$ cat src/rtl/seg7_pkg.sv
// Shared seven-segment definitions: active-low segment codes for hex 0..F,
// the all-off blank code, and the capture FSM state type.
package seg7_pkg;

  localparam int NUM_CODES = 16;

  // Index is the hex value; bit 0 is segment a, bit 6 is segment g, 0 = lit.
  localparam logic [6:0] SEG_CODES [NUM_CODES] = '{
    7'h40, 7'h79, 7'h24, 7'h30, 7'h19, 7'h12, 7'h02, 7'h78,
    7'h00, 7'h18, 7'h08, 7'h03, 7'h27, 7'h21, 7'h06, 7'h0E
  };

  localparam logic [6:0] SEG_BLANK = 7'h7F;

  typedef enum logic {
    ST_SETTLE = 1'b0,
    ST_HOLD   = 1'b1
  } state_e;

endpackage

$ cat src/rtl/seg7_pattern_decode.sv
// Combinational active-low segment pattern to nibble decoder; zero latency, no flow control.
// Unknown patterns report err, the all-off pattern reports blank; hex is 0 in both cases.
module seg7_pattern_decode
  import seg7_pkg::*;
(
  input  logic [6:0] i_code,
  output logic [3:0] o_hex,
  output logic       o_blank,
  output logic       o_err
);

  always_comb begin
    o_hex   = 4'h0;
    o_blank = 1'b0;
    o_err   = 1'b1;
    if (i_code == SEG_BLANK) begin
      o_blank = 1'b1;
      o_err   = 1'b0;
    end else begin
      for (int i = 0; i < NUM_CODES; i++) begin
        if (i_code == SEG_CODES[i]) begin
          o_hex = 4'(i);
          o_err = 1'b0;
        end
      end
    end
  end

endmodule

$ cat src/rtl/seg7_capture.sv
// Debounces a multiplexed 7-segment bus and latches one decoded nibble per digit.
// Outputs update STABLE_CNT+1 cycles after the bus settles; passive observer, no backpressure.
module seg7_capture
  import seg7_pkg::*;
#(
  parameter int NUM_DIGITS = 4,
  parameter int STABLE_CNT = 4
) (
  input  logic                    i_clk,
  input  logic                    i_rst,
  input  logic [7:0]              i_leds,
  input  logic [NUM_DIGITS-1:0]   i_digit_en,
  output logic [4*NUM_DIGITS-1:0] o_hex,
  output logic [NUM_DIGITS-1:0]   o_dp,
  output logic [NUM_DIGITS-1:0]   o_blank,
  output logic [NUM_DIGITS-1:0]   o_err,
  output logic                    o_frame_valid,
  output logic                    o_scan_err
);

  localparam int SW = 8 + NUM_DIGITS;
  localparam int CW = $clog2(STABLE_CNT);
  // Capture fires on the comparison that would bring the count to STABLE_CNT-1.
  localparam logic [CW-1:0] CAP_CNT = CW'(STABLE_CNT - 2);

  logic [SW-1:0]           sample_q, sample_d, prev_q, prev_d;
  logic [CW-1:0]           cnt_q, cnt_d;
  state_e                  state_q, state_d;
  logic [4*NUM_DIGITS-1:0] hex_q, hex_d;
  logic [NUM_DIGITS-1:0]   dp_q, dp_d, blank_q, blank_d, err_q, err_d;
  logic [NUM_DIGITS-1:0]   seen_q, seen_d, seen_nxt;
  logic                    frame_q, frame_d, scan_q, scan_d;

  logic [NUM_DIGITS-1:0]   smp_en;
  logic [6:0]              smp_seg;
  logic                    smp_dp;
  logic                    same, capture, en_any, en_multi;
  logic [3:0]              dec_hex;
  logic                    dec_blank, dec_err;

  assign sample_d = {i_leds, i_digit_en};
  assign prev_d   = sample_q;
  assign smp_en   = sample_q[NUM_DIGITS-1:0];
  assign smp_seg  = sample_q[NUM_DIGITS +: 7];
  assign smp_dp   = sample_q[NUM_DIGITS + 7];
  assign same     = (sample_q == prev_q);

  seg7_pattern_decode u_decode (
    .i_code  (smp_seg),
    .o_hex   (dec_hex),
    .o_blank (dec_blank),
    .o_err   (dec_err)
  );

  always_comb begin
    en_any   = 1'b0;
    en_multi = 1'b0;
    for (int i = 0; i < NUM_DIGITS; i++) begin
      if (smp_en[i]) begin
        if (en_any) en_multi = 1'b1;
        en_any = 1'b1;
      end
    end
  end

  always_comb begin
    state_d  = state_q;
    cnt_d    = cnt_q;
    capture  = 1'b0;
    hex_d    = hex_q;
    dp_d     = dp_q;
    blank_d  = blank_q;
    err_d    = err_q;
    seen_d   = seen_q;
    seen_nxt = seen_q;
    frame_d  = 1'b0;
    scan_d   = 1'b0;

    case (state_q)
      ST_SETTLE: begin
        if (!same) begin
          cnt_d = '0;
        end else begin
          cnt_d = cnt_q + CW'(1);
          if (cnt_q == CAP_CNT) begin
            capture = 1'b1;
            state_d = ST_HOLD;
          end
        end
      end
      ST_HOLD: begin
        if (!same) begin
          state_d = ST_SETTLE;
          cnt_d   = '0;
        end
      end
      default: begin
        state_d = ST_SETTLE;
        cnt_d   = '0;
      end
    endcase

    if (capture) begin
      if (!en_any || en_multi) begin
        scan_d = 1'b1;
      end else begin
        for (int i = 0; i < NUM_DIGITS; i++) begin
          if (smp_en[i]) begin
            hex_d[4*i +: 4] = dec_hex;
            dp_d[i]         = smp_dp;
            blank_d[i]      = dec_blank;
            err_d[i]        = dec_err;
            seen_nxt[i]     = 1'b1;
          end
        end
        // A completed frame restarts collection immediately.
        if (&seen_nxt) begin
          frame_d = 1'b1;
          seen_d  = '0;
        end else begin
          seen_d  = seen_nxt;
        end
      end
    end
  end

  always_ff @(posedge i_clk or posedge i_rst) begin
    if (i_rst) begin
      sample_q <= '0;
      prev_q   <= '0;
      cnt_q    <= '0;
      state_q  <= ST_SETTLE;
      hex_q    <= '0;
      dp_q     <= '0;
      blank_q  <= '1;
      err_q    <= '0;
      seen_q   <= '0;
      frame_q  <= 1'b0;
      scan_q   <= 1'b0;
    end else begin
      sample_q <= sample_d;
      prev_q   <= prev_d;
      cnt_q    <= cnt_d;
      state_q  <= state_d;
      hex_q    <= hex_d;
      dp_q     <= dp_d;
      blank_q  <= blank_d;
      err_q    <= err_d;
      seen_q   <= seen_d;
      frame_q  <= frame_d;
      scan_q   <= scan_d;
    end
  end

  assign o_hex         = hex_q;
  assign o_dp          = dp_q;
  assign o_blank       = blank_q;
  assign o_err         = err_q;
  assign o_frame_valid = frame_q;
  assign o_scan_err    = scan_q;

endmodule
$ cat config.mk
export PLATFORM = sky130hd
export DESIGN_NAME = seg7_capture
export DESIGN_NICKNAME = d
export VERILOG_FILES = /design/src/rtl/seg7_pkg.sv /design/src/rtl/seg7_pattern_decode.sv /design/src/rtl/seg7_capture.sv
export SDC_FILE = /design/constraint.sdc
export NUM_CORES = 1
export LEC_CHECK = 0
export BUFFER_PORTS_ARGS = -buffer_cell sky130_fd_sc_hd__buf_2
export CAP_MARGIN = 15
export CORE_ASPECT_RATIO = 1.1
export CORE_MARGIN = 1
export CORE_UTILIZATION = 60
export CTS_CLUSTER_SIZE = 10
export DETAILED_ROUTE_END_ITERATION = 6
export GPL_TIMING_DRIVEN = 0
export HOLD_SLACK_MARGIN = 0.02
export PLACE_DENSITY = 0.86
export SLEW_MARGIN = 15
export SYNTH_ARGS = -nofsm -noshare
export SYNTH_HDL_FRONTEND = slang
export SYNTH_SLANG_ARGS = --single-unit
$ cat constraint.sdc
create_clock -name i_clk -period 4.58 [get_ports i_clk]
set_clock_uncertainty 0.15 [all_clocks]
set_input_delay 1.374 -clock i_clk [delete_from_list [all_inputs] [get_ports i_clk]]
set_output_delay 1.374 -clock i_clk [all_outputs]
set_load 0.1 [all_outputs]
==> metrics.json <==
{
  "grt_util_all_layers": {"value": 26.18, "unit": "%"},
  "yosys_warnings": {"value": 0},
  "place_inst": {"value": 327},
  "core_area": {"value": 0.004348, "unit": "sq mm"},
  "syn_area_per_cell": {"value": 11.99, "unit": "sq um"},
  "setup_tns": {"value": 0, "unit": "ps"},
  "cts_htree_levels": {"value": 3},
  "route.detailed.drc": {"value": 0},
  "ant_nets": {"value": 0},
  "finalNonFillerCells": {"value": 343},
  "setup-violations-final": {"value": 0},
  "placed_cell_area": {"value": 0.003043, "unit": "sq mm"},
  "power_per_cell_area": {"value": 361.8, "unit": "mW/mm^2"},
  "drt_pre_antenna_iters": {"value": 4},
  "grt_setup_unrepaired": {"value": "no"},
  "routedWlPerCell": {"value": 16.28, "unit": "microns"},
  "max-vdd-ir-drop": {"value": 242.1, "unit": "uV"},
  "final_max_slew_viol_count": {"value": 0},
  "num_antenna_cells": {"value": 0},
  "port-buffer-count": {"value": 43},
  "dieArea": {"value": 0.004872, "unit": "sq mm"},
  "setup.worst_path.class": {"value": "flip-flop to output port"},
  "clock_tree_from_tritoncts": {"value": "yes"},
  "synth.net_count": {"value": 245},
  "ctsResizeCount": {"value": 0},
  "numCtsBuffers": {"value": 9},
  "die_height": {"value": 73.11, "unit": "microns"},
  "dominant_delay_contributor_by_cell_family_on_the_critical_path": {"value": "flip-flops"},
  "wl": {"value": 5584, "unit": "microns"},
  "dr.first_iter.drc_count": {"value": 222},
  "grt_pass1_vias": {"value": 1897},
  "synth-seq-cells": {"value": 61},
  "dp.final_hpwl": {"value": 3698, "unit": "microns"},
  "ctsHoldBuffers": {"value": 0},
  "worst_ep_arrival_time": {"value": 1300, "unit": "ps"},
  "start_kind": {"value": "flip-flop"},
  "crit_path_max_delay_cell_type": {"value": "dfstp_2"},
  "post-cts-setup-buffers": {"value": 0},
  "max_slew_margin": {"value": 53.24, "unit": "%"},
  "detailroute.via_count": {"value": 1976},
  "type_of_the_most_critical_hold_path": {"value": "flip-flop to flip-flop"},
  "flow.area_growth_from_synthesis": {"value": 18.83, "unit": "%"},
  "grt_antenna_before_repair": {"value": 0},
  "p_leak": {"value": 1.597, "unit": "nW"},
  "final_core_util": {"value": 75.37, "unit": "%"},
  "outcome": {"value": "complete, no violations"},
  "fill_cells": {"value": 296},
  "final.period_utilization": {"value": 61.64, "unit": "%"},
  "max_cap_violations": {"value": 0},
  "wire_length_of_the_first_global_routing_pass": {"value": 9114, "unit": "microns"},
  "timing.final.crit_period": {"value": 2823, "unit": "ps"},
  "design.portCount": {"value": 44},
  "floorplan.rows": {"value": 25},
  "finalWeightedCongestion": {"value": 0.8569},
  "synth.distinct_cells": {"value": 51},
  "clkTransAtPathRegs": {"value": 70, "unit": "ps"},
  "storage_element_area": {"value": 0.001531, "unit": "sq mm"},
  "cts_root_buffer": {"value": "clkbuf_8"},
  "final-hold-violation-count": {"value": 0},
  "design_power_total": {"value": 0.001185, "unit": "W"},
  "multi_input_combinational_cell_area": {"value": 0.001140, "unit": "sq mm"},
  "critical-path-max-stage-delay": {"value": 540, "unit": "ps"},
  "critical_path_required": {"value": 3060, "unit": "ps"},
  "netlist_area_pre_place": {"value": 0.002758, "unit": "sq mm"},
  "max_slew.worst_pin.slew": {"value": 701.4, "unit": "ps"},
  "die_width": {"value": 66.64, "unit": "microns"},
  "max_clock_freq": {"value": 0.3542, "unit": "GHz"},
  "post_route_cells_drive_above_1_share": {"value": 31.14, "unit": "%"},
  "critical_path.cell_chain": {"value": "buf_2"},
  "worst_skew_pair.late_latency": {"value": 340, "unit": "ps"},
  "clockBufferDepth": {"value": 2},
  "final_nets": {"value": 299},
  "grt.overflow.total": {"value": 0},
  "stdcell_area": {"value": 0.003277, "unit": "sq mm"},
  "cts.sinks": {"value": 61},
  "endpoint_kind": {"value": "output port"},
  "grt_start_max_net_pins": {"value": 62},
  "starting_utilization_of_the_core_area": {"value": 63.42, "unit": "%"},
  "worstPathMaxFanout": {"value": 2},
  "postSynthCellCount": {"value": 230},
  "post_drt_via_cell_ratio": {"value": 5.761},
  "synth-seq-area-share": {"value": 55.54, "unit": "%"},
  "worst-path-buf-inv": {"value": 1}
}
cells in the final DEF, fill, tap and decap left out, types with 9 or more instances in the layout:
cell	netlist	final
clkbuf_1	9	9
nand2_1	12	12
o21ai_0	13	13
dfrtp_1	57	57
nor2_1	14	14
xor2_1	16	16
buf_2	3	46
clkbuf_8	0	11
flip-flops by register name, indices dropped and copies added (netlist names):
signal and flops:
cnt_q 2, o_blank 4, o_dp 4, o_err 4, o_frame_valid 1, o_hex 16
o_scan_err 1, prev_d 12, prev_q 12, seen_q 4, state_q 1
synth_stat cells, drive strengths merged:
cell / n / area [sq um]
dfrtp: 57 / 1426
xor2: 17 / 156.4
mux2: 16 / 180.2
o21ai: 15 / 75.07
nor2: 14 / 52.55
nand2: 12 / 45.04
clkbuf: 9 / 33.78
nor4: 9 / 131.4
nand2b: 8 / 50.05
inv: 7 / 26.28
a21boi: 6 / 45.05
nor3: 5 / 30.03
a21oi: 4 / 20.02
buf: 4 / 26.27
dfstp: 4 / 105.1
nand4: 4 / 40.04
o21a: 4 / 30.03
nand3: 3 / 15.01
nand3b: 3 / 22.52
o22ai: 3 / 18.77
or2: 3 / 18.77
o32ai: 2 / 17.52
or3: 2 / 12.51
or3b: 2 / 17.52
or4b: 2 / 23.77
a2111oi: 1 / 15.01
a31o: 1 / 8.760
a32oi: 1 / 8.760
and3: 1 / 6.260
and3b: 1 / 8.760
and4b: 1 / 10.01
ha: 1 / 12.51
mux2i: 1 / 10.01
nand4b: 1 / 8.760
nor2b: 1 / 6.260
nor4bb: 1 / 10.01
o2111ai: 1 / 8.760
o21bai: 1 / 7.510
or4: 1 / 7.510
xnor2: 1 / 8.760
cells by family (layout without fill, tap and decap cells):
family | count (synthesis) | after routing | synth area share, %
adder cells (fa/ha/maj) | 1 | 1 | 0.4536
AND/OR/NAND/NOR | 74 | 74 | 18.74
AO/OA/AOI/OAI | 39 | 39 | 9.256
flip-flops | 61 | 61 | 55.54
buffers and inverters | 20 | 79 | 3.131
multiplexers | 17 | 17 | 6.897
XOR/XNOR | 18 | 18 | 5.989
through the flow:
step | setup WS (ps) | hold WS (ps)
2_1_floorplan | 1550 | 198.7
3_3_place_gp | 931.5 | 200.4
3_5_place_dp | 2053 | 206.3
4_1_cts | 1753 | 221.7
5_1_grt | 1712 | 236.9
6_report | 1757 | 217.8
routing by layer:
layer / share of wire, % / track usage [%] / vias up
met5: 0 / 0 / -
met4: 2.1 / 11.35 / 0
met3: 6.4 / 8.438 / 8
met2: 48 / 40.07 / 89
met1: 43 / 34.10 / 961
li1: - / - / 918
area by class of cell:
class	instances	area share, %
repair buffers	43	6.567
clock inverters	5	2.520
flip-flops and latches	61	46.74
plain buffers	13	1.833
multi-input cells	149	34.78
well taps	54	2.062
inverters	7	0.8782
clock buffers	11	4.620
where the power goes:
part	switching, W	internal [W]	total, W
combinational	0.0000540	0.0000256	0.0000796
clock	0.000212	0.000337	0.000549
sequential	0.00000750	0.000550	0.000557
total	0.000273	0.000912	0.00119
path summary, 6_finish.rpt:
path,startpoint,endpoint,slack [ps],cells after the start
setup / recovery,o_blank[3],o_blank[3],1760,1
hold / removal,prev_d[10],prev_q[10],220,0
setup reg to reg,prev_d[7],o_err[1],1920,6
hold reg to reg,prev_d[10],prev_q[10],220,0
max in group asynchronous,i_rst,prev_d[4],2800,2
min in group asynchronous,i_rst,o_hex[11],1000,2
No activity file was read; power rests on OpenSTA's default activity.
